$ cat src/rtl/cmp_pkg.sv
// -----------------------------------------------------------------------------
// cmp_pkg
// Shared types and constants for the bit-serial magnitude comparator.
//   state_t : controller FSM states (IDLE, RUN)
//   RES_*   : result encoding as the packed vector {gt, lt, eq}
// -----------------------------------------------------------------------------
package cmp_pkg;

  typedef enum logic {
    IDLE = 1'b0,
    RUN  = 1'b1
  } state_t;

  localparam logic [2:0] RES_GT = 3'b100;
  localparam logic [2:0] RES_LT = 3'b010;
  localparam logic [2:0] RES_EQ = 3'b001;

endpackage : cmp_pkg

$ cat src/rtl/cmp_cell_1bit.sv
// -----------------------------------------------------------------------------
// cmp_cell_1bit
// Purely combinational 1-bit magnitude compare cell.
//   a, b : input bits
//   gt   : a > b
//   lt   : a < b
//   eq   : a == b
// -----------------------------------------------------------------------------
module cmp_cell_1bit (
  input  logic a,
  input  logic b,
  output logic gt,
  output logic lt,
  output logic eq
);

  assign gt = a & ~b;
  assign lt = ~a & b;
  assign eq = ~(a ^ b);

endmodule : cmp_cell_1bit

$ cat src/rtl/serial_mag_cmp_ctrl.sv
// -----------------------------------------------------------------------------
// serial_mag_cmp_ctrl
// Bit-serial unsigned magnitude comparator, MSB first, one bit per clock,
// using a single shared 1-bit compare cell.
//   clk           : clock, rising edge
//   rst           : synchronous active-high reset
//   start         : request a compare (only honoured while idle)
//   a, b          : operands, captured when start is accepted
//   busy          : compare in progress
//   done          : one-cycle completion pulse
//   gt, lt, eq    : registered result, held until the next accepted start
//   bits_examined : bit positions compared by the last operation
// -----------------------------------------------------------------------------
module serial_mag_cmp_ctrl
  import cmp_pkg::*;
#(
  parameter int WIDTH      = 8,
  parameter bit EARLY_EXIT = 1'b1,
  localparam int CW        = $clog2(WIDTH + 1)
) (
  input  logic             clk,
  input  logic             rst,
  input  logic             start,
  input  logic [WIDTH-1:0] a,
  input  logic [WIDTH-1:0] b,
  output logic             busy,
  output logic             done,
  output logic             gt,
  output logic             lt,
  output logic             eq,
  output logic [CW-1:0]    bits_examined
);

  state_t           r_state;
  state_t           w_state_nxt;
  logic [WIDTH-1:0] r_a;
  logic [WIDTH-1:0] r_b;
  logic [CW-1:0]    r_idx;
  logic [CW-1:0]    r_bits;
  logic             r_sticky;
  logic             r_sticky_gt;
  logic             r_busy;
  logic             r_done;
  logic             r_gt;
  logic             r_lt;
  logic             r_eq;

  logic             w_cell_gt;
  logic             w_cell_lt;
  logic             w_cell_eq;
  logic             w_finish;

  // The shadow operands shift left each RUN cycle, so the bit at position idx
  // is always sitting in the MSB; idx only tracks when to stop.
  cmp_cell_1bit u_cell (
    .a  (r_a[WIDTH-1]),
    .b  (r_b[WIDTH-1]),
    .gt (w_cell_gt),
    .lt (w_cell_lt),
    .eq (w_cell_eq)
  );

  always_comb begin
    w_state_nxt = r_state;
    w_finish    = 1'b0;
    case (r_state)
      IDLE: begin
        if (start) w_state_nxt = RUN;
      end
      RUN: begin
        if ((EARLY_EXIT && !w_cell_eq) || (r_idx == '0)) begin
          w_finish    = 1'b1;
          w_state_nxt = IDLE;
        end
      end
      default: w_state_nxt = IDLE;
    endcase
  end

  always_ff @(posedge clk) begin
    if (rst) begin
      r_state     <= IDLE;
      r_a         <= '0;
      r_b         <= '0;
      r_idx       <= '0;
      r_bits      <= '0;
      r_sticky    <= 1'b0;
      r_sticky_gt <= 1'b0;
      r_busy      <= 1'b0;
      r_done      <= 1'b0;
      r_gt        <= 1'b0;
      r_lt        <= 1'b0;
      r_eq        <= 1'b0;
    end else begin
      r_state <= w_state_nxt;
      r_done  <= 1'b0;
      case (r_state)
        IDLE: begin
          if (start) begin
            r_a         <= a;
            r_b         <= b;
            r_idx       <= CW'(WIDTH - 1);
            r_bits      <= '0;
            r_sticky    <= 1'b0;
            r_sticky_gt <= 1'b0;
            r_gt        <= 1'b0;
            r_lt        <= 1'b0;
            r_eq        <= 1'b0;
            r_busy      <= 1'b1;
          end
        end
        RUN: begin
          r_a    <= r_a << 1;
          r_b    <= r_b << 1;
          r_idx  <= r_idx - CW'(1);
          r_bits <= r_bits + CW'(1);
          // Only the first (most significant) difference decides the result.
          if (!r_sticky && !w_cell_eq) begin
            r_sticky    <= 1'b1;
            r_sticky_gt <= w_cell_gt;
          end
          if (w_finish) begin
            r_busy <= 1'b0;
            r_done <= 1'b1;
            if (r_sticky) begin
              r_gt <= r_sticky_gt;
              r_lt <= ~r_sticky_gt;
              r_eq <= 1'b0;
            end else begin
              r_gt <= w_cell_gt;
              r_lt <= w_cell_lt;
              r_eq <= w_cell_eq;
            end
          end
        end
        default: ;
      endcase
    end
  end

  assign busy          = r_busy;
  assign done          = r_done;
  assign gt            = r_gt;
  assign lt            = r_lt;
  assign eq            = r_eq;
  assign bits_examined = r_bits;

endmodule : serial_mag_cmp_ctrl
$ cat config.mk
export PLATFORM = sky130hd
export DESIGN_NAME = serial_mag_cmp_ctrl
export DESIGN_NICKNAME = d
export VERILOG_FILES = /design/src/rtl/cmp_pkg.sv /design/src/rtl/cmp_cell_1bit.sv /design/src/rtl/serial_mag_cmp_ctrl.sv
export SDC_FILE = /design/constraint.sdc
export NUM_CORES = 1
export LEC_CHECK = 0
export CORE_ASPECT_RATIO = 0.8
export CORE_MARGIN = 2
export CORE_UTILIZATION = 50
export CTS_CLUSTER_SIZE = 12
export DETAILED_ROUTE_END_ITERATION = 8
export HOLD_SLACK_MARGIN = 0.08
export PLACE_DENSITY_LB_ADDON = 0.12
export SYNTH_ARGS = -nofsm -noshare
export SYNTH_HDL_FRONTEND = slang
export SYNTH_SLANG_ARGS = --single-unit
$ cat constraint.sdc
create_clock -name clk -period 1.7 [get_ports clk]
set_clock_uncertainty 0.2 [all_clocks]
set_input_delay 0.425 -clock clk [delete_from_list [all_inputs] [get_ports clk]]
set_output_delay 0.425 -clock clk [all_outputs]
set_load 0.05 [all_outputs]
==> After elaboration in Yosys (flattened, before gate mapping) <==
Cells that the tools add are included.
{ "classes": {"addsub": 2, "eq_ne": 3, "n_mux": 31, "n_bitwise": 8, "n_reduce_logical": 7} }
{ "ops": {"columns": ["op", "count"], "rows": [
  ["case mux 8 bit (2 select lines)", 2],
  ["2-to-1 mux 1 bit", 16],
  ["2-to-1 mux 8 bit", 2],
  ["case mux 4 bit (2 select lines)", 2],
  ["case mux 1 bit (2 select lines)", 7],
  ["2-to-1 mux 4 bit", 2],
  ["NOT 1 bit", 5],
  ["adder 4 x 1 -> 4 bit (second input constant)", 1],
  ["logical NOT 4 bit", 1],
  ["!= test 2 x 1 -> 1 bit (second input constant)", 2],
  ["AND reduction 2 bit", 2],
  ["subtractor 4 x 1 -> 4 bit (second input constant)", 1],
  ["AND 1 bit", 2],
  ["!= test 2 bit (second input constant)", 1],
  ["OR reduction 2 bit", 1],
  ["logical AND 1 bit", 1],
  ["logical NOT 1 bit", 1],
  ["logical OR 1 bit", 1],
  ["XOR 1 bit", 1]
]} }
{ "word_totals": {"regBits": 32, "input_bits": 19, "out_inout_bits": 9, "elab_cells": 63} }

==> Longest topological paths before layout <==
{ "logic_depth": {"depth_word": 6, "depth_mapped": 5, "depth_no_buf": 5} }

==> By module <==
Synthesis repeated with hierarchy kept, for this count alone.
{ "hier_totals": {"hier_cells": 171, "area_unflattened_um2": 1501.4} }
{ "by_module_without_submodules": {"columns": ["module", "n_inst", "cells_each", "area_per_inst_um2", "seq_area_each_um2"], "rows": [
  ["serial_mag_cmp_ctrl", 1, 167, 1468.9, 640.6],
  ["cmp_cell_1bit", 1, 4, 32.5, 0.0]
]} }

==> Worst setup path after synthesis <==
OpenSTA, ideal clock, no wires.
{ "synth_path": {"path_kind": "input to register", "start": "input start", "end": "register r_a[1]", "setup_time_ns": 0.132, "arrival_time_ns": 1.193, "required_time_ns": 1.368, "path_slack_ns": 0.175, "path_stages": 5, "path_buffers": 2, "cell_sequence": "buf_2 buf_4 mux2_1 nand2_1 a21oi_1"} }
{ "synth_between": {"elab_chain_len": 1} }
{ "synth_rtl": {"columns": ["element", "line", "source"], "rows": [
  ["start: declaration", "serial_mag_cmp_ctrl.sv:23", "input logic start,"],
  ["!= test 2 bit (no line)", null, null],
  ["end signal: assignment", "serial_mag_cmp_ctrl.sv:113", "r_a <= r_a << 1;"],
  ["end: declaration", "serial_mag_cmp_ctrl.sv:36", "logic [WIDTH-1:0] r_a;"]
]} }
Every way passes these cells.
A chain may end at the register's enable or synchronous reset.

==> Worst setup path in the final report <==
{ "layout_path": {"start": "input start", "end": "register r_b[1]"} }
{ "layout_between": {"elab_chain_len": 1} }
{ "layout_rtl": {"columns": ["element", "line", "source"], "rows": [
  ["!= test 2 bit (no line)", null, null],
  ["end signal: assignment", "serial_mag_cmp_ctrl.sv:114", "r_b <= r_b << 1;"],
  ["end: declaration", "serial_mag_cmp_ctrl.sv:37", "logic [WIDTH-1:0] r_b;"]
]} }
Every way passes these cells.

==> flow_metrics.tcl <==
set metrics [dict create \
    drtIter0Drc 114 \
    slew_headroom 0.7622 \
    synth_flop_cell "dfxtp_1" \
    total_power_mw 1.844 \
    yosysWarnings 0 \
    cts_tree "done" \
    fin_crit_ps 1624 \
    cts_max_path_buffers 2 \
    fmax_mhz 615.9 \
    rsz0062_at_grt "false" \
    num-nets-final 224 \
    top_layer "met4" \
    setup_viol 0 \
    ios 28 \
    fillers 228 \
    seq_area_frac_synth 0.4303 \
    seqCellArea_um2 640.6 \
    first_pass_iters 4 \
    grt_antenna_before_repair 0 \
    slowest_delay_ps 500 \
    synth_nets 193 \
    die_w_um 65.01 \
    cellLeakagePower_nw 0.7944 \
    start_util 0.5344 \
    vias 1274 \
    path_buf_inv 2 \
    power.internal_mw 1.335 \
    n_antenna_cell 0 \
    wl_met2_um 1588 \
    syn_to_final_growth_pct 36.13 \
    drive_above_1_share 0.1535 \
    most-common-layout-cells "dfxtp_1, nand2_1, a21oi_1" \
    arrival_ps 1600 \
    hpwl_um 2321 \
    die_area_um2 3433 \
    grt_pass1_wl_um 5395 \
    synth_cells 170 \
    slew_violations 0 \
    min_path_type "reg -> reg" \
    outcome "finished, final reports clean" \
    dp.cells 232 \
    grt_max_degree 23 \
    cellPowerDensity_nw_per_um2 909.8 \
    root_buffer "clkbuf_8" \
    irDropWorstVdd_mv 0.5865 \
    final_antenna_net_count 0 \
    cp_slowest_cell "clkdlybuf4s50_1" \
    syn_area_um2 1489 \
    crit_fanout 22 \
    timing.final.crit_share 0.9551 \
    tightest_slew_ps 356.1 \
    seqPwrFrac 0.468 \
    switching_share 0.2759 \
    async_reset_ff_frac 0 \
    multiInputGateArea_um2 769.5 \
    final_cells 240 \
    switching_power_uw 508.7 \
    synth.distinct_cells 35 \
    port_buffers 27 \
    clkPwrFrac 0.321 \
    worstSetupEndpointType "register" \
    crit_family "buffers and inverters" \
    grt_pass1_vias 1237 \
    cts_max_level 2 \
    drc 0 \
    path_cells "clkdlybuf4s50_1 > buf_12 > mux2_1 > nand2_1 > a21oi_1" \
    ys_seq_elements 32 \
    power_frac_comb 0.212 \
    worstPathRequired_ps 1670 \
    synth-edff-count 0 \
    drt-vias-per-instance 5.308 \
    routedWlPerCell_um 13.60 \
    final_common_cell "dfxtp_1" \
    cts.reportedPaths.clkPinSlew_ps 60 \
    grt_use_total 0.2142 \
    gp_congestion 0.7430 \
    dr_wl_met3_um 131 \
    rows 17 \
    insertion_delay_ps 280 \
    crit_path_start_kind "primary input" \
    wirelength_um 3263 \
    timing_worst_setup_path_type "in -> reg" \
    avgSynthCellArea_um2 8.758 \
    clock_sinks 32 \
    die_h_um 52.81 \
    cts_hold_buf 0 \
    cts_buffers 5 \
    max-cap-violations 0 \
    hold_viol_final 0 \
    gr-total-overflow 0 \
    core_um2 2786 \
    wl_met1_um 1480 \
]
-- path summary, 6_finish.rpt --
check,startpoint,to,slack [ps],depth (start not counted)
hold / removal,r_b[6]$_SDFFE_PP0P_,r_b[7]$_SDFFE_PP0P_,250,2
setup / recovery,start,r_b[1]$_SDFFE_PP0P_,80,5
setup reg to reg,r_idx[0]$_SDFFE_PP0P_,lt$_SDFFE_PP0P_,110,5
hold reg to reg,r_b[6]$_SDFFE_PP0P_,r_b[7]$_SDFFE_PP0P_,250,2
-- tightest hold or removal path: stages (launching register included) --
cell and delay (ps):
dfxtp_1 300, nand2_1 50, a21oi_1 50
-- Yosys cell counts, types with 3 or more instances --
library cell / count / area share
ha_1: 4 / 0.034
buf_2: 5 / 0.017
nor2b_1: 3 / 0.013
inv_1: 6 / 0.015
dfxtp_1: 32 / 0.43
mux2_1: 11 / 0.083
a211oi_1: 5 / 0.025
clkbuf_1: 5 / 0.013
nor3_1: 6 / 0.020
nor3b_1: 4 / 0.020
nor2_1: 5 / 0.013
mux2_2: 4 / 0.030
a21oi_1: 25 / 0.084
nand2_1: 30 / 0.076
-- power groups by stage --
stage                     clock, mW  sequential (mW)  combinational [mW]
after CTS                     0.607            0.861               0.391
after global routing          0.631            0.869               0.428
final                         0.591            0.862               0.390
after global placement            0            0.871               0.374
after detailed placement          0            0.877               0.389
after floorplan                   0            0.896               0.202
-- per-stage QoR --
step / setup slack, ps / TNS (ps) / area, um2 / util / hold WS, ps
2_1_floorplan: 174.6 / 0 / 1489 / - / 229.4
3_3_place_gp: -178.3 / -2862 / 1934 / 0.6942 / 233.8
3_5_place_dp: -228.2 / -3723 / 1934 / 0.6942 / 247.0
4_1_cts: 76.79 / 0 / 2024 / 0.7265 / 249.8
5_1_grt: 25.27 / 0 / 2027 / 0.7274 / 266.5
6_report: 76.37 / 0 / 2027 / 0.7274 / 248.4
-- flip-flops by register name, summed over array words and instances (netlist names), 4 cells and up --
name and count:
r_idx 4, bits_examined 4, r_b 8, r_a 8
-- final cells by class --
cell class	instances	area share
repair buffers	36	0.2235
flip-flops and latches	32	0.3160
clock buffers	8	0.04444
inverters	7	0.01296
multi-input cells	119	0.3796
well taps	38	0.02346
-- per-layer routing --
metal  vias to the layer above  GRT usage
met5                         -          0
met1                       585     0.2404
met2                        27     0.3540
met4                         0     0.1563
met3                         9    0.05806
li1                        653          -
-- kinds of logic after synthesis --
| group | after synthesis | synth area share |
|---|---|---|
| AO/OA/AOI/OAI | 38 | 0.1504 |
| XOR/XNOR | 2 | 0.01177 |
| adder cells (fa/ha/maj) | 4 | 0.03361 |
| buffers and inverters | 19 | 0.05462 |
| flip-flops | 32 | 0.4302 |
| multiplexers | 17 | 0.1269 |
| AND/OR/NAND/NOR | 58 | 0.1924 |
-- repair_timing --
item / 4_1_cts / 5_1_grt
setup endpoints to repair: 0 / 1
setup buffers: 0 / 0
resized for setup: 0 / 1
(Power assumes the default switching activity.)
